[src/rtl/depacketizer_2_pkg.sv]
// Shared definitions for the two-flit packetizer/depacketizer pair:
// flit control-bit offsets, payload-width helpers and the receive FSM state.
package depacketizer_2_pkg;

   // Control bit offsets counted down from the flit MSB
   localparam int unsigned VALID_BIT = 0;
   localparam int unsigned HEAD_BIT  = 1;
   localparam int unsigned TAIL_BIT  = 2;
   localparam int unsigned CTRL_BITS = 3;

   function automatic int unsigned f1_width(input int unsigned flit_w,
                                            input int unsigned addr_w,
                                            input int unsigned vc_w);
      return flit_w - CTRL_BITS - addr_w - vc_w;
   endfunction

   function automatic int unsigned f2_width(input int unsigned flit_w,
                                            input int unsigned vc_w);
      return flit_w - CTRL_BITS - vc_w;
   endfunction

   function automatic bit single_flit(input int unsigned flit_w,
                                      input int unsigned addr_w,
                                      input int unsigned vc_w,
                                      input int unsigned width_out);
      return width_out <= f1_width(flit_w, addr_w, vc_w);
   endfunction

   typedef enum logic {IDLE, BODY} state_t;

endpackage

[src/rtl/depacketizer_2_out_reg.sv]
// One-entry valid/ready output register holding the rebuilt word, dst and VC.
module depacketizer_out_reg #(
   parameter int unsigned DW = 12,
   parameter int unsigned AW = 4,
   parameter int unsigned VW = 1
) (
   input  logic          clk,
   input  logic          rst_n,
   input  logic          load,
   input  logic [DW-1:0] data,
   input  logic [AW-1:0] dst,
   input  logic [VW-1:0] vc,
   input  logic          ready_in,
   output logic [DW-1:0] data_out,
   output logic [AW-1:0] dst_out,
   output logic [VW-1:0] vc_out,
   output logic          valid_out
);

   // A reload in the drain cycle keeps valid_out high with no bubble
   always_ff @(posedge clk) begin
      if (!rst_n) begin
         valid_out <= 1'b0;
         data_out  <= '0;
         dst_out   <= '0;
         vc_out    <= '0;
      end else if (load) begin
         valid_out <= 1'b1;
         data_out  <= data;
         dst_out   <= dst;
         vc_out    <= vc;
      end else if (ready_in) begin
         valid_out <= 1'b0;
      end
   end

endmodule

[src/rtl/depacketizer_2.sv]
// Receive side of the two-flit NoC link: rebuilds one data word from a
// head/tail flit pair, checks framing and presents it behind valid/ready.
module depacketizer_2
   import depacketizer_2_pkg::*;
#(
   parameter int unsigned ADDRESS_WIDTH    = 4,
   parameter int unsigned VC_ADDRESS_WIDTH = 1,
   parameter int unsigned WIDTH_IN         = 36,
   parameter int unsigned WIDTH_OUT        = 12
) (
   input  logic                        clk,
   input  logic                        rst_n,
   input  logic [WIDTH_IN/2-1:0]       flit_in,
   output logic                        ready_out,
   output logic [WIDTH_OUT-1:0]        data_out,
   output logic [ADDRESS_WIDTH-1:0]    dst_out,
   output logic [VC_ADDRESS_WIDTH-1:0] vc_out,
   output logic                        valid_out,
   input  logic                        ready_in,
   output logic                        error_out
);

   localparam int unsigned FLIT_W = WIDTH_IN / 2;
   localparam int unsigned F1     = f1_width(FLIT_W, ADDRESS_WIDTH, VC_ADDRESS_WIDTH);
   localparam int unsigned F2     = f2_width(FLIT_W, VC_ADDRESS_WIDTH);
   localparam bit          SINGLE = single_flit(FLIT_W, ADDRESS_WIDTH, VC_ADDRESS_WIDTH, WIDTH_OUT);
   localparam int unsigned H1     = SINGLE ? WIDTH_OUT : F1;
   localparam int unsigned REM    = SINGLE ? 0 : WIDTH_OUT - F1;

   if (WIDTH_OUT > F1 + F2) begin : g_width_check
      $error("depacketizer_2: WIDTH_OUT does not fit in two flits");
   end

   state_t state, state_nxt;

   logic                        f_valid, f_head, f_tail, accept;
   logic [VC_ADDRESS_WIDTH-1:0] f_vc;
   logic [ADDRESS_WIDTH-1:0]    f_dst;
   logic [H1-1:0]               f_head_pl;
   logic [H1-1:0]               hold_pl;
   logic [ADDRESS_WIDTH-1:0]    hold_dst;
   logic [VC_ADDRESS_WIDTH-1:0] hold_vc;
   logic [WIDTH_OUT-1:0]        body_word, head_word, ld_data;
   logic [ADDRESS_WIDTH-1:0]    ld_dst;
   logic [VC_ADDRESS_WIDTH-1:0] ld_vc;
   logic                        load_c, capture_c, err_c;
   logic                        unused_bits;

   // Flit field decode; padding and tail VC are intentionally dropped
   assign f_valid     = flit_in[FLIT_W-1-VALID_BIT];
   assign f_head      = flit_in[FLIT_W-1-HEAD_BIT];
   assign f_tail      = flit_in[FLIT_W-1-TAIL_BIT];
   assign f_vc        = flit_in[FLIT_W-1-CTRL_BITS -: VC_ADDRESS_WIDTH];
   assign f_dst       = flit_in[FLIT_W-1-CTRL_BITS-VC_ADDRESS_WIDTH -: ADDRESS_WIDTH];
   assign f_head_pl   = flit_in[F1-1 -: H1];
   assign unused_bits = ^flit_in;

   assign ready_out = !valid_out | ready_in;
   assign accept    = f_valid & ready_out;

   if (SINGLE) begin : g_single
      assign body_word = hold_pl;
      assign head_word = f_head_pl;
   end else begin : g_dual
      assign body_word = {hold_pl, flit_in[F2-1 -: REM]};
      assign head_word = '0;
   end

   always_ff @(posedge clk) begin
      if (!rst_n) state <= IDLE;
      else        state <= state_nxt;
   end

   always_comb begin
      state_nxt = state;
      if (accept) state_nxt = capture_c ? BODY : IDLE;
   end

   // Framing decode; a head seen in BODY restarts as if in IDLE
   always_comb begin
      load_c    = 1'b0;
      capture_c = 1'b0;
      err_c     = 1'b0;
      ld_data   = body_word;
      ld_dst    = hold_dst;
      ld_vc     = hold_vc;
      if (accept) begin
         if (state == BODY && !f_head) begin
            if (f_tail) load_c = 1'b1;
            else        err_c  = 1'b1;
         end else begin
            if (state == BODY) err_c = 1'b1;
            if (!f_head) begin
               err_c = 1'b1;
            end else if (!f_tail) begin
               capture_c = 1'b1;
            end else if (SINGLE) begin
               load_c  = 1'b1;
               ld_data = head_word;
               ld_dst  = f_dst;
               ld_vc   = f_vc;
            end else begin
               err_c = 1'b1;
            end
         end
      end
   end

   always_ff @(posedge clk) begin
      if (!rst_n) begin
         hold_pl   <= '0;
         hold_dst  <= '0;
         hold_vc   <= '0;
         error_out <= 1'b0;
      end else begin
         error_out <= err_c;
         if (capture_c) begin
            hold_pl  <= f_head_pl;
            hold_dst <= f_dst;
            hold_vc  <= f_vc;
         end
      end
   end

   depacketizer_out_reg #(
      .DW(WIDTH_OUT),
      .AW(ADDRESS_WIDTH),
      .VW(VC_ADDRESS_WIDTH)
   ) u_out_reg (
      .clk      (clk),
      .rst_n    (rst_n),
      .load     (load_c),
      .data     (ld_data),
      .dst      (ld_dst),
      .vc       (ld_vc),
      .ready_in (ready_in),
      .data_out (data_out),
      .dst_out  (dst_out),
      .vc_out   (vc_out),
      .valid_out(valid_out)
   );

endmodule

[config.mk]
export PLATFORM = sky130hd
export DESIGN_NAME = depacketizer_2
export DESIGN_NICKNAME = d
export VERILOG_FILES = /design/src/rtl/depacketizer_2_pkg.sv /design/src/rtl/depacketizer_2_out_reg.sv /design/src/rtl/depacketizer_2.sv
export SDC_FILE = /design/constraint.sdc
export NUM_CORES = 1
export LEC_CHECK = 0
export ABC_AREA = 1
export CAP_MARGIN = 20
export CORE_MARGIN = 5
export CORE_UTILIZATION = 47
export CTS_CLUSTER_DIAMETER = 200
export DETAILED_ROUTE_END_ITERATION = 7
export GPL_TIMING_DRIVEN = 1
export PLACE_DENSITY = 0.78
export SLEW_MARGIN = 20
export SYNTH_ARGS = -nofsm -noshare
export SYNTH_HDL_FRONTEND = slang
export SYNTH_SLANG_ARGS = --single-unit
[constraint.sdc]
create_clock -name clk -period 1.25 [get_ports clk]
set_input_delay 0.125 -clock clk [delete_from_list [all_inputs] [get_ports clk]]
set_output_delay 0.125 -clock clk [all_outputs]
set_load 0.01 [all_outputs]
==> metrics.csv <==
metric;value;unit
root_buffer;clkbuf_4;
wl;3.19;mm
cts_htree_levels;2;
grt_max_degree;33;
critical_path_class;reg2out;
die_w;67.3;um
critical_path_required;1120;ps
finalNonFillerCells;316;
start_util;49.7;%
dr_total_vias;1444;
p_int;0.00161;W
track_usage;16.3;%
drive_above_1_share;9.93;%
n_antenna_cell;0;
swShare;24.0;%
outcome;completed;
nets;292;
cap_viol_max_count;0;
yosysSeqAreaShare;45.5;%
critPathMaxFanout;3;
dp_cells;308;
clk_latency;330;ps
arrival;1040;ps
power_frac_comb;12.5;%
drt_iter0_markers;54;
fin_worst_skew;2.70;ps
final_common_cell;nor2_1;
drc_errors;0;
crit_chain;nand2_2 > clkdlybuf4s15_1;
rows;20;
first_pass_iters;5;
synth_seq_cells;35;
ir_worst_vdd;593;uV
syn_inst;226;
setup_violations;0;
yosysUniqueCellTypes;19;
core;0.00310;mm2
critPathSlowestCell;dfxtp_2;
die_area;0.00453;mm2
grt_pass1_wl;5.59;mm
tightestPinTransition;260;ps
synth.avg_cell_area;6.82;um2
startpoint_type;flip-flop;
path_buf_inv;1;
power_switching;0.000510;W
setup_tns;0;ps
hold_buffers;0;
ys_warn_count;0;
slew_violations;0;
numCtsBuffers;5;
path_delay_family;flip-flops;
port_buffers;40;
globalplace.congestion;0.800;
die_h;67.3;um
cts_tree;yes;
pwr-share-clk;32.7;%
p_seq_share;54.8;%
syn_to_final_growth;34.6;%
dp.final_hpwl;2.31;mm
vias_per_cell;4.57;
routedWlPerCell;10.1;um
cts.sinks;35;
antenna_left;0;
fin_crit;1160;ps
max_stage_delay;350;ps
syn_nets;247;
netlist_area;0.00154;mm2
fmax;860;MHz
hp-class;in2reg;
power_density;1020;mW/mm2
cellLeakagePower;0.989;nW
path_clk_slew;100;ps
hold_viol_final;0;
cts_max_path_buffers;2;
fin_crit_sh;93.0;%
ioPinCount;41;
power;0.00212;W
end_kind;output port;
overflow;0;
grt_pass1_vias;1389;
mostFrequentLayoutCells;64 x nor2_1, 36 x inv_1, 34 x nand2_1, 34 x dfxtp_1, 32 x nand3_1;
grt_setup_unrepaired;no;
slew_headroom;82.6;%
antenna_found_initial;0;
-- synth_stat cells --
cell type	count	area share [%]
nand2_4	1	0.73
inv_1	36	8.8
o21ai_0	1	0.32
nand3_2	1	0.65
nor3_1	1	0.32
nor2_4	3	2.2
buf_4	4	1.9
buf_6	2	1.5
a21oi_1	2	0.65
a21oi_2	1	0.57
nand3_1	32	10
nor2_1	64	16
buf_2	2	0.65
nand2_2	2	0.81
buf_1	2	0.49
inv_2	2	0.49
dfxtp_1	35	45
nand2_1	34	8.3
clkbuf_1	1	0.24
-- metrics by stage --
stage / area, um2 / worst slack, ps / util [%] / hold WS [ps]
2_1_floorplan: 1540 / 187 / - / 307
3_3_place_gp: 2030 / -144 / 65.4 / 461
3_5_place_dp: 2030 / -146 / 65.4 / 469
4_1_cts: 2070 / 22.3 / 66.8 / 405
5_1_grt: 2070 / 37.2 / 66.9 / 439
6_report: 2070 / 87.0 / 66.9 / 418
-- state kept, by name (all words and copies together), names as in the netlist --
name and count:
error_out 1, hold_dst 4, hold_pl 10, hold_vc 1, state 1, u_out_reg.data_out 12
u_out_reg.dst_out 4, u_out_reg.valid_out 1, u_out_reg.vc_out 1
-- area by class of cell --
type	count	area [um2]
fill	319	1030
sequential	35	702
multi-input combinational	142	624
timing repair buffer	49	482
inverter	38	143
clock buffer	8	68.8
tap	44	55.1
-- power by group through the flow --
stage / Sequential (W) / Clock (W) / Combinational (W)
6_report: 0.00116 / 0.000694 / 0.000265
5_1_grt: 0.00117 / 0.000762 / 0.000300
4_1_cts: 0.00116 / 0.000714 / 0.000269
3_5_place_dp: 0.00119 / 0 / 0.000273
3_3_place_gp: 0.00119 / 0 / 0.000268
2_1_floorplan: 0.00119 / 0 / 0.000149
-- worst paths after layout --
kind / from / endpoint / slack, ps / cells past startpoint
max: u_out_reg.valid_out / ready_out / 90 / 2
min: flit_in[14] / hold_vc / 420 / 5
max reg2reg: state / u_out_reg.data_out[10] / 190 / 6
min reg2reg: u_out_reg.data_out[2] / u_out_reg.data_out[2] / 480 / 2
-- per-layer routing --
layer	wire, um	track usage [%]	vias to the layer above
met5	0	0	-
met4	55	8.35	0
met3	252	4.49	5
met2	1570	29.4	44
met1	1310	17.1	634
li1	-	-	761
-- what timing repair did --
action	CTS	global route
gates resized for setup	21	1
setup endpoints to repair	20	1
endpoints found under the hold margin	0	0
setup buffers	0	0
gates cloned	0	0
-- tightest hold or removal path: cells and delay by family --
family / cells / cell delay, ps
AND/OR/NAND/NOR: 3 / 140
buffers and inverters: 2 / 440
-- cell families (layout without fill, tap and decap cells) --
| family | count (synthesis) | after routing | synth area share (%) |
|---|---|---|---|
| DFF | 35 | 35 | 45.5 |
| AOI/OAI and AO/OA | 4 | 4 | 1.54 |
| buffers and inverters | 49 | 95 | 14.0 |
| and+or+nand+nor | 138 | 138 | 39.0 |
Power figures use the tool's default switching activity.
